--- src/rtl/mem_pkg.sv ---
// Shared memory-side definitions: block geometry, arbiter state encoding and owner tags.
package mem_pkg;

  localparam int BLOCKSIZE      = 128;
  localparam int BYTE_ADDR_BITS = $clog2(BLOCKSIZE / 8);

  typedef enum logic [2:0] {
    IDLE,
    WB_REQ,
    WB_WAIT,
    RD_REQ,
    RD_WAIT,
    RESP
  } arb_state_t;

  typedef enum logic {
    OWN_I,
    OWN_D
  } owner_t;

  // Memory works on whole blocks, so the byte offset inside a block is dropped.
  function automatic logic [31:0] block_align(input logic [31:0] addr);
    return {addr[31:BYTE_ADDR_BITS], {BYTE_ADDR_BITS{1'b0}}};
  endfunction

endpackage

--- src/rtl/mem_port_arbiter_rr_arbiter2.sv ---
// Two-way round-robin chooser; the pointer moves past the requester just served.
module rr_arbiter2
  import mem_pkg::*;
(
  input  logic   clk,
  input  logic   rst,
  input  logic   req_icache,
  input  logic   req_dcache,
  input  logic   advance,
  input  owner_t served,
  output logic   grant,
  output owner_t grant_owner
);

  owner_t ptr;

  always_ff @(posedge clk or posedge rst) begin
    if (rst) begin
      ptr <= OWN_I;
    end else if (advance) begin
      ptr <= (served == OWN_I) ? OWN_D : OWN_I;
    end
  end

  always_comb begin
    grant       = req_icache | req_dcache;
    grant_owner = OWN_I;
    if (req_icache && req_dcache) begin
      grant_owner = ptr;
    end else if (req_dcache) begin
      grant_owner = OWN_D;
    end
  end

endmodule

--- src/rtl/mem_port_arbiter.sv ---
// Shares the main-memory block port between I-cache refills and D-cache misses,
// running a dirty D miss as an atomic write-back followed by its refill.
module mem_port_arbiter
  import mem_pkg::*;
#(
  parameter int MAX_WAIT = 64
) (
  input  logic                 clk_i,
  input  logic                 rst_i,
  input  logic                 IValid_i,
  input  logic [31:0]          IAddr_i,
  output logic                 IReady_o,
  output logic [BLOCKSIZE-1:0] IData_o,
  input  logic                 DValid_i,
  input  logic                 DDirty_i,
  input  logic [31:0]          DWAddr_i,
  input  logic [BLOCKSIZE-1:0] DWData_i,
  input  logic [31:0]          DRAddr_i,
  output logic                 DReady_o,
  output logic [BLOCKSIZE-1:0] DData_o,
  output logic                 MemValid_o,
  output logic                 MemWen_o,
  output logic [31:0]          MemAddr_o,
  output logic [BLOCKSIZE-1:0] MemWData_o,
  input  logic                 MemReady_i,
  input  logic [BLOCKSIZE-1:0] MemRData_i,
  output logic                 ErrTimeout_o
);

  localparam int            CW        = $clog2(MAX_WAIT) + 1;
  localparam logic [CW-1:0] LAST_WAIT = CW'(MAX_WAIT - 1);

  arb_state_t           state;
  arb_state_t           state_next;
  owner_t               owner;
  owner_t               grant_owner;
  logic                 grant;
  logic                 advance;
  logic                 timeout;
  logic [31:0]          wb_addr;
  logic [31:0]          rd_addr;
  logic [BLOCKSIZE-1:0] wb_data;
  logic [CW-1:0]        wait_cnt;

  rr_arbiter2 u_rr (
    .clk         (clk_i),
    .rst         (rst_i),
    .req_icache  (IValid_i),
    .req_dcache  (DValid_i),
    .advance     (advance),
    .served      (owner),
    .grant       (grant),
    .grant_owner (grant_owner)
  );

  always_ff @(posedge clk_i or posedge rst_i) begin
    if (rst_i) begin
      state <= IDLE;
    end else begin
      state <= state_next;
    end
  end

  always_comb begin
    state_next = state;
    advance    = 1'b0;
    timeout    = 1'b0;
    MemValid_o = 1'b0;
    MemWen_o   = 1'b0;
    MemAddr_o  = '0;
    MemWData_o = '0;
    IReady_o   = 1'b0;
    DReady_o   = 1'b0;
    case (state)
      IDLE: begin
        if (grant) begin
          state_next = (grant_owner == OWN_D && DDirty_i) ? WB_REQ : RD_REQ;
        end
      end
      WB_REQ: begin
        MemValid_o = 1'b1;
        MemWen_o   = 1'b1;
        MemAddr_o  = block_align(wb_addr);
        MemWData_o = wb_data;
        state_next = WB_WAIT;
      end
      WB_WAIT: begin
        if (MemReady_i) begin
          state_next = RD_REQ;
        end else if (wait_cnt == LAST_WAIT) begin
          timeout    = 1'b1;
          state_next = RESP;
        end
      end
      RD_REQ: begin
        MemValid_o = 1'b1;
        MemAddr_o  = block_align(rd_addr);
        state_next = RD_WAIT;
      end
      RD_WAIT: begin
        if (MemReady_i) begin
          state_next = RESP;
        end else if (wait_cnt == LAST_WAIT) begin
          timeout    = 1'b1;
          state_next = RESP;
        end
      end
      RESP: begin
        IReady_o   = (owner == OWN_I);
        DReady_o   = (owner == OWN_D);
        advance    = 1'b1;
        state_next = IDLE;
      end
      default: state_next = IDLE;
    endcase
  end

  // A timed-out op still releases the requester, but with an all-zero block.
  always_ff @(posedge clk_i or posedge rst_i) begin
    if (rst_i) begin
      owner        <= OWN_I;
      wb_addr      <= '0;
      rd_addr      <= '0;
      wb_data      <= '0;
      wait_cnt     <= '0;
      ErrTimeout_o <= 1'b0;
      IData_o      <= '0;
      DData_o      <= '0;
    end else begin
      if (state == IDLE && grant) begin
        owner   <= grant_owner;
        rd_addr <= (grant_owner == OWN_I) ? IAddr_i : DRAddr_i;
        wb_addr <= DWAddr_i;
        wb_data <= DWData_i;
      end
      if (state == WB_REQ || state == RD_REQ) begin
        wait_cnt <= '0;
      end else if (state == WB_WAIT || state == RD_WAIT) begin
        wait_cnt <= wait_cnt + 1'b1;
      end
      if (timeout) begin
        ErrTimeout_o <= 1'b1;
        if (owner == OWN_I) begin
          IData_o <= '0;
        end else begin
          DData_o <= '0;
        end
      end else if (state == RD_WAIT && MemReady_i) begin
        if (owner == OWN_I) begin
          IData_o <= MemRData_i;
        end else begin
          DData_o <= MemRData_i;
        end
      end
    end
  end

endmodule

--- config.mk ---
export PLATFORM = sky130hd
export DESIGN_NAME = mem_port_arbiter
export DESIGN_NICKNAME = d
export VERILOG_FILES = /design/src/rtl/mem_pkg.sv /design/src/rtl/mem_port_arbiter_rr_arbiter2.sv /design/src/rtl/mem_port_arbiter.sv
export SDC_FILE = /design/constraint.sdc
export NUM_CORES = 1
export LEC_CHECK = 0
export CORE_AREA = 4 4 298 300
export CTS_CLUSTER_SIZE = 40
export DETAILED_ROUTE_END_ITERATION = 12
export DIE_AREA = 0 0 302 304
export HOLD_SLACK_MARGIN = 0.08
export PLACE_DENSITY_LB_ADDON = 0.15
export SLEW_MARGIN = 20
export SYNTH_ARGS = -nofsm -noshare
export SYNTH_HDL_FRONTEND = slang
export SYNTH_HIERARCHICAL = 1
export SYNTH_SLANG_ARGS = --single-unit
--- constraint.sdc ---
create_clock -name clk_i -period 19.2 [get_ports clk_i]
set_input_delay 3.84 -clock clk_i [delete_from_list [all_inputs] [get_ports clk_i]]
set_output_delay 3.84 -clock clk_i [all_outputs]
set_load 0.05 [all_outputs]
* Word-level counts from Yosys, hierarchy flattened
Index checks and enable logic that the tools add are counted.
Word-level totals: register bits after elaboration 461, bits of input ports 358
Operators by class: add/sub/neg operators 1, equal/unequal tests 11, multiplexer cells 30, bitwise operators 2, reduce and logical (&&, ||, !) cells 13
Operators by type and width (count):
- $mux 128 | 9
- $pmux 32 s2 | 1
- $mux 32 | 1
- $pmux 3 s5 | 1
- $mux 7 | 2
- $mux 3 | 4
- $mux 1 | 11
- $ne 2x2->1 const B | 5
- $add 7x1->7 const B | 1
- $eq 7x6->1 const B | 1
- $eq 3x2->1 const B | 2
- $eq 3x3->1 const B | 2
- $reduce_and 3->1 | 2
- $logic_and 1x1->1 | 4
- $reduce_bool 2->1 | 2
- $reduce_or 2->1 | 2
- $eq 3x1->1 const B | 1
- $logic_not 3->1 | 1
- $logic_or 1x1->1 | 2
- $mux 2 | 1
- $not 1->1 | 1
- $or 1x1->1 | 1

* Longest topological paths before layout
depth in word-level cells 6, gate-level depth with buffers 7, mapped depth without buffers 5

* Hierarchy
The synthesis kept the hierarchy.
By module, submodules not included:
- mem_port_arbiter | instances 1, cells an instance 2170, area an instance 21755.9 um^2, sequential area each 11310.8 um^2
- rr_arbiter2 | instances 1, cells an instance 7, area an instance 55.1 um^2, sequential area each 25.0 um^2

* Least setup slack after synthesis
OpenSTA, ideal clock, no wires.
path kind register to output, start register state[2], end output MemWData_o[118], arrival time 1.968 ns, slack 13.392 ns, cell stages (with the launch flop) 6, cells stage by stage dfrtp_1 buf_2 nand2b_1 nor2_1 clkbuf_1 and2_1
Between the ends: cells in the longest elaborated chain, start to end 2
RTL lines:
- start, declared | RTL line mem_port_arbiter.sv:33 | arb_state_t state;
- start signal, assigned | RTL line mem_port_arbiter.sv:60 | state <= state_next;
- $eq 3x1->1 | RTL line mem_port_arbiter.sv:74 | case (state)
- $mux 128 | RTL line mem_port_arbiter.sv:74
- end, declared | RTL line mem_port_arbiter.sv:24 | output logic [BLOCKSIZE-1:0] MemWData_o,
Every way passes these cells.

* Worst setup path after layout
start register state[2], end output MemWData_o[25]
The elaborated chain is that of the path after synthesis.

==> out/summary.json <==
{
  "logic_synthesis": {
    "most_used_dff_post_synth": "dfrtp_1",
    "syn-cell-area_um2": 21800,
    "synth_area_leader_cell": "dfrtp_1",
    "netlist_instances": 2177,
    "yosysWarningCount": 6,
    "ys_seq_area_share_pct": 52.0,
    "synth_cell_type_count": 53,
    "post-synth-top-area-fraction_pct": 52.0,
    "async_reset_ff_share_pct": 100,
    "syn_area_per_cell_um2": 10.0,
    "ys_ff_latch": 453,
    "ys_top_cells_by_area": "dfrtp_1 52%, nor2b_1 7.4%, mux2_2 7.1%, o21ai_0 5.2%, nand2_1 4.5%",
    "count_of_flip_flops_with_a_built_in_enable_after_synthesis": 0
  },
  "clock_network": {
    "cts-buffers-inserted": 55,
    "setup_bufs_post_cts": 0,
    "insertion_delay_ps": 610,
    "cts_resized": 0,
    "clock_root_buffer_master": "clkbuf_16",
    "clock_slew_at_the_register_clock_pins_of_the_worst_setup_and_hold_paths_ps": 60,
    "htree_levels": 2,
    "cts_max_path_buffers": 3,
    "tritoncts": "built",
    "clkSinkCount": 453,
    "total_of_hold_buffers_inserted_after_clock_tree_synthesis": 0
  },
  "cells_and_area": {
    "most_common_cell_after_layout_fill_and_taps_aside": "clkdlybuf4s50_1",
    "ff_latch_area_um2": 11300,
    "stdcell_count": 4032,
    "multi_input_combinational_cell_area_um2": 9640,
    "finish.utilization_pct": 37.3,
    "final.fill_count": 8649,
    "highest_count_cells_in_the_layout_ignoring_fill_and_taps": "762 x clkdlybuf4s50_1, 451 x dfrtp_1, 262 x nand2_1, 259 x nor2b_1, 228 x o21ai_0",
    "layout-area-overhead-vs-synth_pct": 47.5,
    "final_layout_size_suffix_gt1_share_pct": 9.07,
    "finish.instance_area_um2": 32200,
    "design.final.nets": 3185
  },
  "min_path": {
    "timing.hold.worst_path_depth": 1,
    "min-delay-path-class": "flop to flop"
  },
  "grt": {
    "grtUsageTotal_pct": 17.2,
    "grt_first_pass_wirelength_um": 124000,
    "maximum_number_of_pins_on_one_net_before_global_route_repair": 138,
    "grt_pass1_vias": 19120,
    "initial_antenna_violation_count": 12,
    "grt-ovfl-total": 0
  },
  "sta": {
    "finalWorstSetupSlack_ps": 11840,
    "worst_pin_slew_ps": 1120,
    "final_hold_viol_count": 0,
    "slew_violations": 0,
    "fin_worst_skew_ps": 34.2,
    "setup-tns-final_ps": 0,
    "report.final.setup_viol": 0,
    "rsz0062_at_grt": "no",
    "finalCriticalPeriod_ps": 7360,
    "timing.fmax_ghz": 0.136,
    "post-route-period-util_pct": 38.3,
    "timing.slew.headroom_pct": 25.3
  },
  "floorplan": {
    "die-area_um2": 91800,
    "die-height_um": 304,
    "die_x_um": 302,
    "io-pin-count": 779,
    "coreArea_um2": 86200,
    "placement_rows": 108,
    "floorplan.initialDensity_pct": 25.3
  },
  "placement": {
    "postPlaceCellArea_um2": 30300,
    "placement.setup.worst_slack_ps": 11450,
    "place.detailed.hpwl_um": 58200,
    "placed_cells_incl_taps": 3923,
    "gpl.final_weighted_congestion": 0.838,
    "buffer_ports.inserted": 762
  },
  "routing": {
    "detailroute.via_count": 18836,
    "dr.pass1.iters": 7,
    "remaining_drc_errors": 0,
    "finalWirelength_um": 82900,
    "avgViaCountPerCell": 4.67,
    "drt_iter0_drc": 1089,
    "route.antenna.remaining_nets": 0,
    "avgRoutedWirePerCell_um": 20.6
  },
  "run_status": {
    "result_of_the_run": "finished, final reports clean"
  },
  "critical_path": {
    "cp-start-kind": "flop",
    "timing.reg2reg.worst_path_depth": 6,
    "crit_required_ps": 15360,
    "timing_worst_setup_path_type": "flop to output port",
    "critical_path_arrival_ps": 3520,
    "setup.worst_path.end_class": "output port",
    "crit_fanout": 129
  },
  "power_and_ir_drop": {
    "peakVddDrop_mv": 0.0953,
    "p_per_area_nw_per_um2": 165,
    "leakagePower_nw": 13.3
  },
  "run": {
    "max-cap-violations": 0
  }
}
area by class of cell:
class / instances / share of cell area, %
clock inverter: 18 / 0.673
timing repair buffer: 790 / 24.4
inverter: 6 / 0.109
clock buffer: 81 / 4.99
antenna: 9 / 0.0700
sequential: 453 / 35.3
tap: 1155 / 4.49
multi-input combinational: 1520 / 30.0
state kept, by name, indices dropped and copies added, names as in the netlist:
register / cells
DData_o: 128
wait_cnt: 7
ErrTimeout_o: 1
u_rr/ptr: 1
IData_o: 128
rd_addr: 28
wb_data: 128
wb_addr: 28
owner: 1
state: 3
report_power, final:
| part | internal (W) | switching [W] | total [W] | leakage [nW] |
|---|---|---|---|---|
| sequential | 0.00131 | 0.000240 | 0.00155 | 4.61 |
| combinational | 0.00102 | 0.00167 | 0.00269 | 7.78 |
| clock | 0.000630 | 0.000433 | 0.00106 | 0.895 |
| total | 0.00296 | 0.00235 | 0.00530 | 13.3 |
cell families (layout without fill, tap and decap cells):
family	after synthesis	in the layout	synth area share, %
AOI/OAI and AO/OA	563	563	15.4
xor gates and xnor gates	2	2	0.0803
adders and majority gates	1	1	0.0574
buffers and inverters	207	895	4.15
DFF	453	453	52.0
muxes	214	214	10.7
other	1	13	0.0172
and+or+nand+nor	736	736	17.6
per-stage QoR:
stage	hold WS (ps)	power (W)
global route	497	0.00562
floorplan	436	0.00339
global placement	449	0.00423
finish	476	0.00530
detailed placement	462	0.00428
CTS	477	0.00538
synth_stat cells, drive strengths merged (2+ instances only):
cell type  number
o311ai          2
nand2b          3
or3b            2
xnor2           2
dfrtp         453
and2          131
nand3b          2
a31oi         128
mux2          157
clkbuf        108
a21boi          2
mux2i          57
nor2b         259
nand2         262
nor4b           2
inv             6
a2111oi         2
nor2           60
and3            2
nand3           2
nor3            2
a21oi          33
a22oi         128
buf            93
o21ai         259
nand4b          2
worst max-delay path, cell delays in order, from the launching register on:
cell and delay (ps):
dfrtp_1 650, nand2b_1 320, nor2_4 100, buf_6 540, and2_1 240, clkdlybuf4s50_1 940
routing by layer:
layer	GRT usage (%)	share of wire (%)
met1	20.2	39
met2	30.0	50
met3	5.60	8.3
met4	4.98	2.4
met5	0	0.041
worst paths after layout:
kind | startpoint | end | slack (ps)
setup / recovery | state[2] | MemWData_o[25] | 11840
hold / removal | wb_data[68] | wb_data[68] | 480
setup reg to reg | owner | IData_o[3] | 14930
hold reg to reg | wb_data[68] | wb_data[68] | 480
max in group asynchronous | rst_i | DData_o[118] | 12660
min in group asynchronous | rst_i | u_rr/ptr | 3550
No activity file was read; power rests on OpenSTA's default activity.
